==> src/rtl/cpu_control_unit.sv <==
`default_nettype none
// +----------------------------------------------------------------------------+
// | Module      : cpu_control_unit                                             |
// | Description : Multi-cycle fetch/decode/execute/writeback sequencer + ALU   |
// |               driving a 4x4-bit register file. Optional macro FLAGS_EN     |
// |               enables registered zero/carry flags.                         |
// | Revision    : 1.0 - initial release                                        |
// +----------------------------------------------------------------------------+
module cpu_control_unit #(
  parameter int PC_W = 4
) (
  input  logic            clk,
  input  logic            reset,
  input  logic            run,
  output logic            imem_req,
  output logic [PC_W-1:0] imem_addr,
  input  logic            imem_valid,
  input  logic [7:0]      imem_data,
  output logic [1:0]      rf_rs1,
  output logic [1:0]      rf_rs2,
  input  logic [3:0]      rf_rd1,
  input  logic [3:0]      rf_rd2,
  output logic            rf_we,
  output logic [1:0]      rf_rd,
  output logic [3:0]      rf_wdata,
  output logic            busy,
  output logic            flag_z,
  output logic            flag_c
);

  typedef enum logic [2:0] {
    S_IDLE      = 3'd0,
    S_FETCH     = 3'd1,
    S_DECODE    = 3'd2,
    S_EXECUTE   = 3'd3,
    S_WRITEBACK = 3'd4
  } state_t;

  localparam logic [1:0] c_OP_ADD = 2'b00;
  localparam logic [1:0] c_OP_SUB = 2'b01;
  localparam logic [1:0] c_OP_AND = 2'b10;
  localparam logic [1:0] c_OP_LDI = 2'b11;

  state_t            r_state;
  state_t            w_next_state;
  logic [PC_W-1:0]   r_pc;
  logic [7:0]        r_ir;
  logic [3:0]        r_result;
  logic [3:0]        w_alu_result;
  logic              w_alu_carry;
  logic [4:0]        w_sum;
  logic [4:0]        w_diff;
  logic [1:0]        w_op;

  assign w_op = r_ir[7:6];

  always_ff @(posedge clk or posedge reset) begin
    if (reset) begin
      r_state  <= S_IDLE;
      r_pc     <= '0;
      r_ir     <= '0;
      r_result <= '0;
    end else begin
      r_state <= w_next_state;
      if (r_state == S_FETCH && imem_valid) begin
        r_ir <= imem_data;
        r_pc <= r_pc + 1'b1;
      end
      if (r_state == S_EXECUTE) begin
        r_result <= w_alu_result;
      end
    end
  end

  always_comb begin
    w_next_state = r_state;
    case (r_state)
      S_IDLE:      if (run) w_next_state = S_FETCH;
      S_FETCH:     if (imem_valid) w_next_state = S_DECODE;
      S_DECODE:    w_next_state = S_EXECUTE;
      S_EXECUTE:   w_next_state = S_WRITEBACK;
      S_WRITEBACK: w_next_state = run ? S_FETCH : S_IDLE;
      default:     w_next_state = S_IDLE;
    endcase
  end

  // Bit 4 of the 5-bit difference is the unsigned borrow (rs1 < rs2).
  assign w_sum  = {1'b0, rf_rd1} + {1'b0, rf_rd2};
  assign w_diff = {1'b0, rf_rd1} - {1'b0, rf_rd2};

  always_comb begin
    w_alu_result = '0;
    w_alu_carry  = 1'b0;
    case (w_op)
      c_OP_ADD: begin
        w_alu_result = w_sum[3:0];
        w_alu_carry  = w_sum[4];
      end
      c_OP_SUB: begin
        w_alu_result = w_diff[3:0];
        w_alu_carry  = w_diff[4];
      end
      c_OP_AND: w_alu_result = rf_rd1 & rf_rd2;
      c_OP_LDI: w_alu_result = r_ir[3:0];
      default:  w_alu_result = '0;
    endcase
  end

`ifdef FLAGS_EN
  logic r_z_next;
  logic r_c_next;
  logic r_flag_z;
  logic r_flag_c;

  // Next-flag values are captured with the result; the visible flags commit
  // together with the register write so LDI can leave them untouched.
  always_ff @(posedge clk or posedge reset) begin
    if (reset) begin
      r_z_next <= 1'b0;
      r_c_next <= 1'b0;
      r_flag_z <= 1'b0;
      r_flag_c <= 1'b0;
    end else begin
      if (r_state == S_EXECUTE) begin
        r_z_next <= (w_alu_result == 4'd0);
        r_c_next <= w_alu_carry;
      end
      if (r_state == S_WRITEBACK && w_op != c_OP_LDI) begin
        r_flag_z <= r_z_next;
        r_flag_c <= r_c_next;
      end
    end
  end

  assign flag_z = r_flag_z;
  assign flag_c = r_flag_c;
`else
  logic w_unused_carry;
  assign w_unused_carry = w_alu_carry;
  assign flag_z = 1'b0;
  assign flag_c = 1'b0;
`endif

  // Write strobe is decoded from state so an async reset removes it at once.
  assign imem_req  = (r_state == S_FETCH);
  assign imem_addr = r_pc;
  assign rf_rs1    = r_ir[3:2];
  assign rf_rs2    = r_ir[1:0];
  assign rf_we     = (r_state == S_WRITEBACK);
  assign rf_rd     = r_ir[5:4];
  assign rf_wdata  = r_result;
  assign busy      = (r_state != S_IDLE);

endmodule
`default_nettype wire

==> config.mk <==
export PLATFORM = sky130hd
export DESIGN_NAME = cpu_control_unit
export DESIGN_NICKNAME = d
export VERILOG_FILES = /design/src/rtl/cpu_control_unit.sv
export SDC_FILE = /design/constraint.sdc
export NUM_CORES = 1
export LEC_CHECK = 0
export BUFFER_PORTS_ARGS = -buffer_cell sky130_fd_sc_hd__buf_2
export CAP_MARGIN = 20
export CORE_UTILIZATION = 40
export DETAILED_ROUTE_END_ITERATION = 8
export GPL_TIMING_DRIVEN = 0
export PLACE_DENSITY = 0.64
export SYNTH_ARGS = -nofsm -noshare
export SYNTH_HDL_FRONTEND = slang
export SYNTH_SLANG_ARGS = --single-unit
==> constraint.sdc <==
create_clock -name clk -period 4 [get_ports clk]
set_clock_uncertainty 0.2 [all_clocks]
set_input_delay 1 -clock clk [delete_from_list [all_inputs] [get_ports clk]]
set_output_delay 1 -clock clk [all_outputs]
set_load 0.01 [all_outputs]
==> summary.txt, run 1 <==
Status
  – Outcome: completed

STA
  – Pin slew with the least headroom to its limit: between 0.6 and 0.7 ns
  – RSZ-0062 raised after global routing: no
  – Post-route setup slack: approximately 1.2 ns
  – Hold Fails Final Rpt: 0
  – Time the final worst path needs with I/O delays and setup: about 2.8 ns
  – Highest achievable clock rate: about 360 MHz
  – Setup violation total in the final timing report: 0
  – Final Max Slew Viols: 0
  – Final worst path period share: 0.704
  – Setup TNS: 0 ns
  – Max_slew headroom: 0.537

Clock tree
  – CTS max path bufs: 2
  – Inserted Clock Buffers: 3
  – Clk slew on worst S/H paths: 0.10 ns
  – Depth of the CTS H-tree: 1
  – Setup repair bufs after CTS: 0
  – CTS tree: done
  – Post-CTS Hold Buffers: 0
  – Clock insertion delay at the later pin of the skew report: ~0.29 ns
  – CTS root buffer: sky130_fd_sc_hd__clkbuf_4
  – Clk sink count: 19
  – Cells resized by post-CTS repair: 0

Run
  – Max-Cap Viols: 0

Place
  – Post-Place Worst Slack: ~0.85 ns
  – GPL Wtd Cong: 0.737
  – HPWL after detailed placement: about 1.7 mm
  – Count of buffers from port buffering: 36

Hold path
  – Class of the tightest hold or removal check: reg2reg
  – Hold Crit Start: imem_addr[3]

Power and ir drop
  – Power density cells: slightly below 700 nW/um^2
  – Max VDD drop: 0.000448 V
  – Leakage power: 0.750 nW
  – Total power: just under 1 mW

Global routing
  – Number of antenna violations at the first check in global routing: 0
  – Wire length of the first global-routing pass: approximately 3.6 mm
  – Maximum number of pins on one net before global-route repair: 20
  – Number of global-route vias before repair: around 830
  – Global router's overall resource usage: 0.141
  – Grt total ovfl: 0

Die
  – Top-level port count: 39
  – DIE AREA: approximately 3200 sq um
  – Die W: roughly 56 um
  – Die extent in y: around 56 um
  – Row count: 19
  – Standard cell core area: 2780 sq um
  – Initial core utilization: 0.427

Worst setup path
  – Sort of element at the end of the critical path: register
  – Cell with the largest stage delay on the worst path: sky130_fd_sc_hd__ha_1
  – Worst reg2reg path startpoint: r_ir[7]
  – CP startpoint: rf_rd2[0]
  – Data arrival at the endpoint of the critical path: about 2.8 ns
  – Critical path's largest stage delay: a little under 0.3 ns
  – Required time at the endpoint of the critical path: ~4 ns
  – Dominant delay contributor by cell family on the critical path: compound AO/OA/AOI/OAI gates
  – Max FO, Critical Path: 4
  – Startpoint kind of the worst setup timing path: input pin
  – Kind of critical path: in2reg
  – Buffering stage count on the worst path with inverters included: 2
  – Cell chain of the critical path: buf_2, inv_1, ha_1, mux2i_1, ha_1, nor2b_1, o21ai_1, a211o_1, mux2i_1, a211o_1

Cells and area
  – Filler cell count in the final layout: 258
  – Register cell area after layout: ~480 sq um
  – ANT cells: 0
  – Share of layout cells above drive strength 1: 0.417
  – Commonest non-fill, non-tap cell in the layout: sky130_fd_sc_hd__buf_2
  – Area growth syn-to-layout: 21.0%
  – Top library cells by usage in the layout, fill and taps aside: sky130_fd_sc_hd__buf_2, sky130_fd_sc_hd__dfrtp_1, sky130_fd_sc_hd__buf_4, sky130_fd_sc_hd__nand2_1
  – Area used by multi-input combinational logic: between 500 and 600 sq um
  – Final #Nets: between 150 and 200
  – Utilization after layout: 0.516

Route
  – Average wire length per cell after detail routing: around 11 um
  – Number of DRC markers in iteration 0: 20
  – Average vias per placed instance: about 4.7
  – Via count: 857
  – Remaining routing DRC violations: 0
  – Drt total wl: just under 2 mm
  – Antenna-violating nets left: 0
  – Pre-Repair DR Iteration Count: 4

Logic synthesis
  – Proportion of synthesized chip area in sequential cells: 0.400
  – Post-synthesis instance area: 1190 sq um
  – Share of flip-flops with an asynchronous set or reset after synthesis: 1.00
  – Distinct cell type count of the synthesized netlist: 35
  – Number of flops mapped to enable cells by yosys: 0
  – Mean instance size in the synthesized netlist: 10.8 sq um
  – Register bit total from synthesis: 19
  – Cell count after synthesis: 110
  – Number of warning messages in the yosys log: 0
  – Main flop type after synthesis: sky130_fd_sc_hd__dfrtp_1
## layout make-up
type / count / area share
clock buffers: 4 / 0.0183
inverters: 8 / 0.0209
repair buffers: 36 / 0.125
plain buffers: 13 / 0.0671
flip-flops and latches: 19 / 0.331
well taps: 31 / 0.0270
multi-input cells: 71 / 0.410
## path summary, 6_finish.rpt
path | endpoint | cells past startpoint | slack, ns
setup / recovery | rf_wdata[3] | 10 | 1.18
hold / removal | imem_addr[3] | 1 | 0.27
setup reg to reg | rf_wdata[3] | 9 | 1.59
hold reg to reg | imem_addr[3] | 1 | 0.27
max in group asynchronous | imem_addr[1] | 2 | 2.56
min in group asynchronous | r_state[2] | 2 | 0.60
## state kept, by name, summed over array words and instances, names as in the netlist
register and cells:
r_ir 8, imem_addr 4, rf_wdata 4, r_state 3
## cells in the mapped netlist (2+ instances only)
cell / n / share of area
sky130_fd_sc_hd__a211o_1: 2 / 0.015
sky130_fd_sc_hd__buf_2: 2 / 0.0084
sky130_fd_sc_hd__buf_4: 10 / 0.063
sky130_fd_sc_hd__dfrtp_1: 19 / 0.40
sky130_fd_sc_hd__ha_1: 6 / 0.063
sky130_fd_sc_hd__inv_1: 7 / 0.022
sky130_fd_sc_hd__mux2_1: 7 / 0.066
sky130_fd_sc_hd__mux2_2: 2 / 0.019
sky130_fd_sc_hd__mux2i_1: 4 / 0.034
sky130_fd_sc_hd__nand2_1: 10 / 0.032
sky130_fd_sc_hd__nand4_1: 2 / 0.011
sky130_fd_sc_hd__nor2_1: 4 / 0.013
sky130_fd_sc_hd__nor3_4: 2 / 0.027
sky130_fd_sc_hd__nor3b_1: 2 / 0.013
sky130_fd_sc_hd__o211ai_1: 2 / 0.013
sky130_fd_sc_hd__o21ai_0: 5 / 0.021
sky130_fd_sc_hd__o21ai_1: 2 / 0.0084
sky130_fd_sc_hd__xnor2_1: 3 / 0.022
sky130_fd_sc_hd__xnor2_2: 2 / 0.027
sky130_fd_sc_hd__xor2_1: 2 / 0.015
## power breakdown
group          internal, mW  switching [mW]
clock network        0.0388          0.0549
registers             0.285          0.0624
logic                 0.281           0.257
total                 0.605           0.375
## through the flow
stage	cell area (sq um)	instances	hold slack, ns
6_report	1440	182	0.271
5_1_grt	1440	182	0.310
4_1_cts	1440	182	0.277
3_5_place_dp	1410	178	0.258
3_3_place_gp	1410	178	0.259
2_1_floorplan	1190	111	0.259
## cells by family after synthesis
logic type | Yosys count | synth area share
AOI/OAI and AO/OA | 14 | 0.0727
xor gates and xnor gates | 7 | 0.0643
adders and majority gates | 7 | 0.0801
buffers and inverters | 21 | 0.106
DFF | 19 | 0.400
muxes | 13 | 0.119
other | 1 | 0.00316
and+or+nand+nor | 28 | 0.154
## per-layer routing
| layer | share of wire | up-vias | track usage | wire, um |
|---|---|---|---|---|
| li1 | - | 439 | - | - |
| met1 | 0.48 | 395 | 0.199 | 953 |
| met2 | 0.47 | 23 | 0.213 | 923 |
| met3 | 0.045 | 0 | 0.0276 | 88 |
| met4 | 0 | 0 | 0.0523 | 0 |
| met5 | 0 | - | 0 | 0 |
Note: power is estimated with default switching activity, not from simulation.
==> run 2, diff against run 1 <==
--- a/config.mk
+++ b/config.mk
@@ -5,6 +5,7 @@
 export SDC_FILE = /design/constraint.sdc
 export NUM_CORES = 1
 export LEC_CHECK = 0
+export ABC_AREA = 1
 export BUFFER_PORTS_ARGS = -buffer_cell sky130_fd_sc_hd__buf_2
 export CAP_MARGIN = 20
 export CORE_UTILIZATION = 40
==> constraint.sdc (replaced) <==
create_clock -name clk -period 2.6 [get_ports clk]
set_clock_uncertainty 0.2 [all_clocks]
set_input_delay 0.65 -clock clk [delete_from_list [all_inputs] [get_ports clk]]
set_output_delay 0.65 -clock clk [all_outputs]
set_load 0.01 [all_outputs]
==> run 2 against run 1 <==
Effect of this change: utilization up 1.8 points; critical path depth up 1; final area down 3.6%; highest routed layer is now met4; total power up 57%; critical path type unchanged; largest cell class unchanged; non-clock buffer count down 3; worst hold slack worse by 0.031 ns; wire length up 5.3%; clock power up 54%; combinational power up 54%.
==> summary.txt, run 2 <==
Status
  – Outcome: completed

Logic synthesis
  – Main flop type after synthesis: sky130_fd_sc_hd__dfrtp_1
  – Proportion of synthesized chip area in sequential cells: 0.419
  – Cells taking the most area after synthesis: sky130_fd_sc_hd__dfrtp_1, sky130_fd_sc_hd__ha_1, sky130_fd_sc_hd__nand3_1
  – Most used standard cells in the synthesized netlist: sky130_fd_sc_hd__dfrtp_1, sky130_fd_sc_hd__inv_1, sky130_fd_sc_hd__nand2_1
  – Mean instance size in the synthesized netlist: approximately 9.0 sq um
  – Post-synthesis instance area: 1140 sq um
  – Number of warning messages in the yosys log: 0
  – Leading cell type by number of instances after synthesis: sky130_fd_sc_hd__dfrtp_1
  – Share of flip-flops with an asynchronous set or reset after synthesis: 1.00
  – Distinct cell type count of the synthesized netlist: 23
  – Number of flops mapped to enable cells by yosys: 0
  – Cell type with the largest total area after synthesis: sky130_fd_sc_hd__dfrtp_1
  – Register bit total from synthesis: 19
  – Share of Yosys cell area claimed by the top area cell type: 0.419
  – Cell count after synthesis: ~130

Worst setup path
  – Worst reg2reg path startpoint: r_ir[7]
  – Required time at the endpoint of the critical path: between 2 and 3 ns
  – Buffering stage count on the worst path with inverters included: 2
  – Dominant delay contributor by cell family on the critical path: adder cells
  – Data arrival at the endpoint of the critical path: 2.12 ns
  – Most common cell on crit path: sky130_fd_sc_hd__a21oi_1
  – Max FO, Critical Path: 4
  – Cell with the largest stage delay on the worst path: sky130_fd_sc_hd__ha_1
  – Logic depth of the worst setup path including buffers: 11
  – Critical path's largest stage delay: ~0.30 ns
  – Depth of the worst register-to-register path: 6
  – Kind of critical path: in2reg
  – Startpoint kind of the worst setup timing path: input pin
  – Cell chain of the critical path: buf_2, inv_1, ha_1, a21oi_1, xnor2_1, ha_1, a21oi_1, nand2_1, nand3_1, nand3_1, a21oi_1
  – Worst setup slack for register-to-register paths: 0.53 ns
  – Worst flop-to-flop path endpoint: rf_wdata[1]
  – Sort of element at the end of the critical path: register

Clock tree
  – CTS max path bufs: 2
  – Cells resized by post-CTS repair: 0
  – Clock insertion delay at the later pin of the skew report: 0.29 ns
  – Post-CTS Hold Buffers: 0
  – Clk slew on worst S/H paths: approximately 0.11 ns
  – Depth of the CTS H-tree: 1
  – CTS root buffer: sky130_fd_sc_hd__clkbuf_4
  – Inserted Clock Buffers: 3
  – Setup repair bufs after CTS: 0
  – CTS tree: done
  – Clk sink count: 19

Cells and area
  – Commonest non-fill, non-tap cell in the layout: sky130_fd_sc_hd__buf_2
  – ANT cells: 0
  – Share of layout cells above drive strength 1: 0.365
  – Final #Nets: slightly below 200
  – Area growth syn-to-layout: 21.9%
  – Top reg by flops: r_ir
  – Final non-filler cell area: 1390 sq um
  – Utilization after layout: 0.535
  – Flip-flop count of the largest register after layout: 8
  – Top library cells by usage in the layout, fill and taps aside: sky130_fd_sc_hd__buf_2, sky130_fd_sc_hd__dfrtp_1, sky130_fd_sc_hd__inv_1, sky130_fd_sc_hd__nand2_1, sky130_fd_sc_hd__nor2_1

Global routing
  – Maximum number of pins on one net before global-route repair: 20
  – Met1 Usage GRT: 0.182
  – Busiest layer in global routing: met2
  – Number of antenna violations at the first check in global routing: 0
  – Number of global-route vias before repair: a little over 800
  – Wire length of the first global-routing pass: 3.43 mm
  – Met3 Usage GRT: 0.0468
  – Met2 Resource Use GR: 0.231
  – Global router's overall resource usage: 0.139
  – Grt total ovfl: 0

STA
  – Max_slew headroom: 0.547
  – RSZ-0062 raised after global routing: no
  – Setup violation total in the final timing report: 0
  – Pin slew with the least headroom to its limit: just under 0.7 ns
  – Highest achievable clock rate: approximately 480 MHz
  – Final Max Slew Viols: 0
  – Worst hold slack: between 0.2 and 0.25 ns
  – Time the final worst path needs with I/O delays and setup: around 2.1 ns
  – Hold Fails Final Rpt: 0
  – Final worst path period share: 0.803
  – Setup TNS: 0 ns

Route
  – Average vias per placed instance: slightly below 5
  – Via count: approximately 960
  – Remaining routing DRC violations: 0
  – Antenna-violating nets left: 0
  – Drt total wl: roughly 2.1 mm
  – Number of DRC markers in iteration 0: 18
  – Average wire length per cell after detail routing: 10.5 um
  – Pre-Repair DR Iteration Count: 4

Hold path
  – Class of the tightest hold or removal check: in2async

Place
  – Placed instance area: 1360 sq um
  – HPWL after detailed placement: between 1.5 and 2 mm
  – Count of buffers from port buffering: 36
  – GPL Wtd Cong: 0.777

Die
  – Standard cell core area: between 2000 and 3000 sq um
  – Top-level port count: 39
  – Die W: roughly 55 um
  – Die extent in y: roughly 55 um
  – Initial core utilization: 0.439
  – Row count: 18
  – DIE AREA: 3060 sq um

Run
  – Max-Cap Viols: 0

Power and ir drop
  – Max VDD drop: roughly 0.0007 V
  – Power density cells: between 1000 and 1500 nW/um^2
  – Leakage power: between 0.7 and 0.8 nW
run 2: cell types whose count changed after synthesis, moves of 5 or more:
cell and delta:
sky130_fd_sc_hd__nand2_1 +5, sky130_fd_sc_hd__mux2_1 -7, sky130_fd_sc_hd__nor2_1 +10, sky130_fd_sc_hd__a21oi_1 +8, sky130_fd_sc_hd__a31oi_1 +5, sky130_fd_sc_hd__inv_1 +8
sky130_fd_sc_hd__nand3_1 +12
run 2: kinds of logic after synthesis:
group | share of synthesized area
xor+xnor | 0.0308
compound gates | 0.0870
fa+ha+maj | 0.0837
buf+inv | 0.120
mux | 0.0826
flops | 0.419
simple gates | 0.174
other cells | 0.00330
run 2: through the flow:
step,instances,setup slack (ns),power [mW]
after global routing,197,0.383,1.68
after global placement,193,0.252,1.39
final,197,0.511,1.54
after detailed placement,193,0.206,1.42
after CTS,197,0.504,1.56
after floorplan,127,0.457,1.16
run 2: worst max path at each step:
| stage | slack [ns] | endpoint | startpoint |
|---|---|---|---|
| final | 0.51 | rf_wdata[3] | rf_rd2[0] |
| after detailed placement | 0.21 | rf_wdata[1] | rf_rd2[0] |
| after floorplan | 0.46 | rf_wdata[1] | rf_rd2[0] |
| after global placement | 0.25 | rf_wdata[3] | rf_rd2[0] |
| after CTS | 0.50 | rf_wdata[1] | r_ir[7] |
| after global routing | 0.38 | rf_wdata[1] | r_ir[7] |
run 2: layout make-up:
class	count	area, sq um
inverter	16	60.1
fill	253	1200
buffer	10	76.3
tap	30	37.5
timing repair buffer	36	180
clock buffer	3	22.5
clock inverter	1	5.00
sequential	19	475
multi-input combinational	82	528
run 2: where the power goes:
part / internal, mW / switching [mW] / leakage, nW / total [mW]
Clock: 0.0572 / 0.0873 / 0.0177 / 0.144
Sequential: 0.446 / 0.125 / 0.223 / 0.571
Combinational: 0.411 / 0.416 / 0.517 / 0.828
Total: 0.914 / 0.629 / 0.758 / 1.54
run 2: worst reg2reg max path: cells and delay by family (launching register included):
kind,cells,cell delay (ns)
AOI/OAI and AO/OA,3,0.53
DFF,1,0.46
and+or+nand+nor,1,0.13
adders and majority gates,1,0.46
buffers and inverters,1,0.19
run 2: metal layers:
layer | up-vias | part of all wire
met1 | 438 | 0.44
met3 | 4 | 0.054
met4 | 0 | 0.0087
met2 | 29 | 0.49
li1 | 487 | -
met5 | - | 0
==> run 3, diff against run 2 <==
--- a/config.mk
+++ b/config.mk
@@ -11,7 +11,7 @@
 export CORE_UTILIZATION = 40
 export DETAILED_ROUTE_END_ITERATION = 8
 export GPL_TIMING_DRIVEN = 0
-export PLACE_DENSITY = 0.64
+export PLACE_DENSITY = 0.67
 export SYNTH_ARGS = -nofsm -noshare
 export SYNTH_HDL_FRONTEND = slang
 export SYNTH_SLANG_ARGS = --single-unit
==> constraint.sdc (replaced) <==
create_clock -name clk -period 1.7 [get_ports clk]
set_clock_uncertainty 0.2 [all_clocks]
set_input_delay 0.425 -clock clk [delete_from_list [all_inputs] [get_ports clk]]
set_output_delay 0.425 -clock clk [all_outputs]
set_load 0.01 [all_outputs]
==> run 3 against run 2 <==
Effect of this change: the flow now finishes with violations (negative setup slack); sequential share of layout area shrank 3.4 points; highest routed layer unchanged; worst hold slack lost 0.22 ns; largest cell class unchanged; clock-buffer cell count grew 1; sequential cell count is the same; register-to-register slack lost 0.66 ns.
==> summary.txt, run 3 (synthesis gave the netlist of run 2 again) <==
Die
  – Standard cell core area: 2590 sq um
  – Die extent in y: 55.3 um
  – Top-level port count: 39
  – Die W: around 55 um
  – DIE AREA: 3060 sq um
  – Row count: 18
  – Initial core utilization: 0.439

Global routing
  – Maximum number of pins on one net before global-route repair: 20
  – Number of antenna violations at the first check in global routing: 0
  – Grt total ovfl: 0
  – Global router's overall resource usage: 0.172
  – Wire length of the first global-routing pass: ~4.2 mm
  – Number of global-route vias before repair: 1,001

Status
  – Failing checks: negative setup slack
  – Outcome: finished with violations

Place
  – GPL Wtd Cong: ~0.75
  – HPWL after detailed placement: 1.81 mm
  – Placed instance area: approximately 1400 sq um
  – Total instance count after detailed placement: about 190
  – Count of buffers from port buffering: 36
  – Post-Place Worst Slack: -0.415 ns

Clock tree
  – CTS max path bufs: 2
  – Clock insertion delay at the later pin of the skew report: 0.29 ns
  – Clk sink count: 19
  – Clk slew on worst S/H paths: roughly 0.10 ns
  – Depth of the CTS H-tree: 1
  – CTS tree: done
  – CTS root buffer: sky130_fd_sc_hd__clkbuf_4
  – Inserted Clock Buffers: 3

Route
  – Drt total wl: 2.41 mm
  – Remaining routing DRC violations: 0
  – Number of DRC markers in iteration 0: 29
  – Average wire length per cell after detail routing: about 12 um
  – Average vias per placed instance: 4.85
  – Antenna-violating nets left: 0
  – Pre-Repair DR Iteration Count: 4
  – Via count: roughly 1,000

STA
  – Pin slew with the least headroom to its limit: 0.693 ns
  – Setup violation total in the final timing report: 6
  – Final Max Slew Viols: 0
  – Hold Fails Final Rpt: 0
  – Post-route setup slack: -0.145 ns
  – Time the final worst path needs with I/O delays and setup: roughly 1.8 ns
  – Setup TNS: -0.378 ns
  – Worst hold slack: 0.0230 ns
  – Max_slew headroom: 0.538
  – Highest achievable clock rate: around 540 MHz
  – RSZ-0062 raised after global routing: yes
  – Final worst path period share: 1.09

Worst setup path
  – Max FO, Critical Path: 4
  – Most common cell on crit path: sky130_fd_sc_hd__a21oi_2
  – Cell with the largest stage delay on the worst path: sky130_fd_sc_hd__ha_1
  – Cell chain of the critical path: buf_2, inv_12, ha_4, a21oi_2, xnor2_1, ha_1, a21oi_2, nand2_2, nand3_2, nand3_2, a21oi_2
  – Sort of element at the end of the critical path: register
  – Logic depth of the worst setup path including buffers: 11
  – Required time at the endpoint of the critical path: 1.73 ns
  – Critical path's largest stage delay: around 0.37 ns
  – Depth of the worst register-to-register path: 8
  – Data arrival at the endpoint of the critical path: roughly 1.9 ns
  – Buffering stage count on the worst path with inverters included: 2
  – Startpoint kind of the worst setup timing path: input pin
  – Dominant delay contributor by cell family on the critical path: adder cells
  – Kind of critical path: in2reg

Cells and area
  – Top library cells by usage in the layout, fill and taps aside: sky130_fd_sc_hd__buf_2, sky130_fd_sc_hd__dfrtp_1, sky130_fd_sc_hd__buf_4
  – ANT cells: 0
  – Final #Nets: roughly 200
  – Flip-flop count of the largest register after layout: 8
  – Commonest non-fill, non-tap cell in the layout: sky130_fd_sc_hd__buf_2
  – Final non-filler cell total: 203
  – Final non-filler cell area: approximately 1500 sq um
  – Register cell area after layout: 478 sq um
  – Area growth syn-to-layout: 36.1%
  – Filler cell count in the final layout: approximately 250
  – Area used by multi-input combinational logic: just over 600 sq um
  – Top reg by flops: r_ir
  – Share of layout cells above drive strength 1: 0.514

Power and ir drop
  – Max VDD drop: about 0.0013 V
  – Power density cells: around 1700 nW/um^2
  – Leakage power: between 0.7 and 0.8 nW

Hold path
  – Class of the tightest hold or removal check: in2async

Run
  – Max-Cap Viols: 0
==> run 3: cell types whose count changed in the layout (fill, tap and decap cells not counted), sizes merged <==
| cell | delta |
|---|---|
| clkinv | -1 |
| clkbuf | +1 |
| buf | +6 |
==> run 3: final timing paths <==
path / to / start / slack (ns)
max in group asynchronous: r_ir[7] / reset / 0.80
min in group clk: r_ir[1] / imem_data[1] / 0.15
hold reg to reg: imem_addr[3] / imem_addr[3] / 0.27
hold / removal: imem_addr[1] / reset / 0.02
setup / recovery: rf_wdata[3] / rf_rd2[1] / -0.15
setup reg to reg: rf_wdata[3] / r_ir[6] / -0.13
==> run 3: worst reg2reg max path, delay by kind of cell (launching register included) <==
family | cells | cell delay (ns)
AOI/OAI and AO/OA | 3 | 0.45
xor gates and xnor gates | 1 | 0.08
and+or+nand+nor | 3 | 0.22
DFF | 1 | 0.45
adders and majority gates | 1 | 0.37
==> run 3: through the flow <==
step           power [mW]   util
6_report             2.70  0.597
2_1_floorplan        1.81      -
4_1_cts              2.59  0.577
3_5_place_dp         2.21  0.543
3_3_place_gp         2.16  0.543
5_1_grt              2.93  0.597
==> run 3: final cells by class <==
type / instances / share of cell area
Buffer: 9 / 0.0461
Timing Repair Buffer: 43 / 0.155
Tap cell: 30 / 0.0243
Inverter: 16 / 0.0518
Multi-Input combinational cell: 82 / 0.397
Clock buffer: 4 / 0.0170
Sequential cell: 19 / 0.309
==> run 3: repair_timing <==
item,in CTS,in global routing
buffers inserted,6,1
endpoints found under the setup margin,6,10
hold buffers,0,0
resized for setup,7,15
pin swaps,13,9
==> run 3: metal layers <==
| metal | GRT usage | vias to the layer above | share of wire |
|---|---|---|---|
| li1 | - | 496 | - |
| met1 | 0.189 | 466 | 0.42 |
| met2 | 0.318 | 20 | 0.54 |
| met3 | 0.0539 | 2 | 0.034 |
| met4 | 0.0464 | 0 | 0.0050 |
| met5 | 0 | - | 0 |
==> run 3: where the power goes <==
part / internal [mW] / switching (mW)
registers: 0.686 / 0.202
logic: 0.804 / 0.781
clock network: 0.0912 / 0.132
total: 1.58 / 1.11
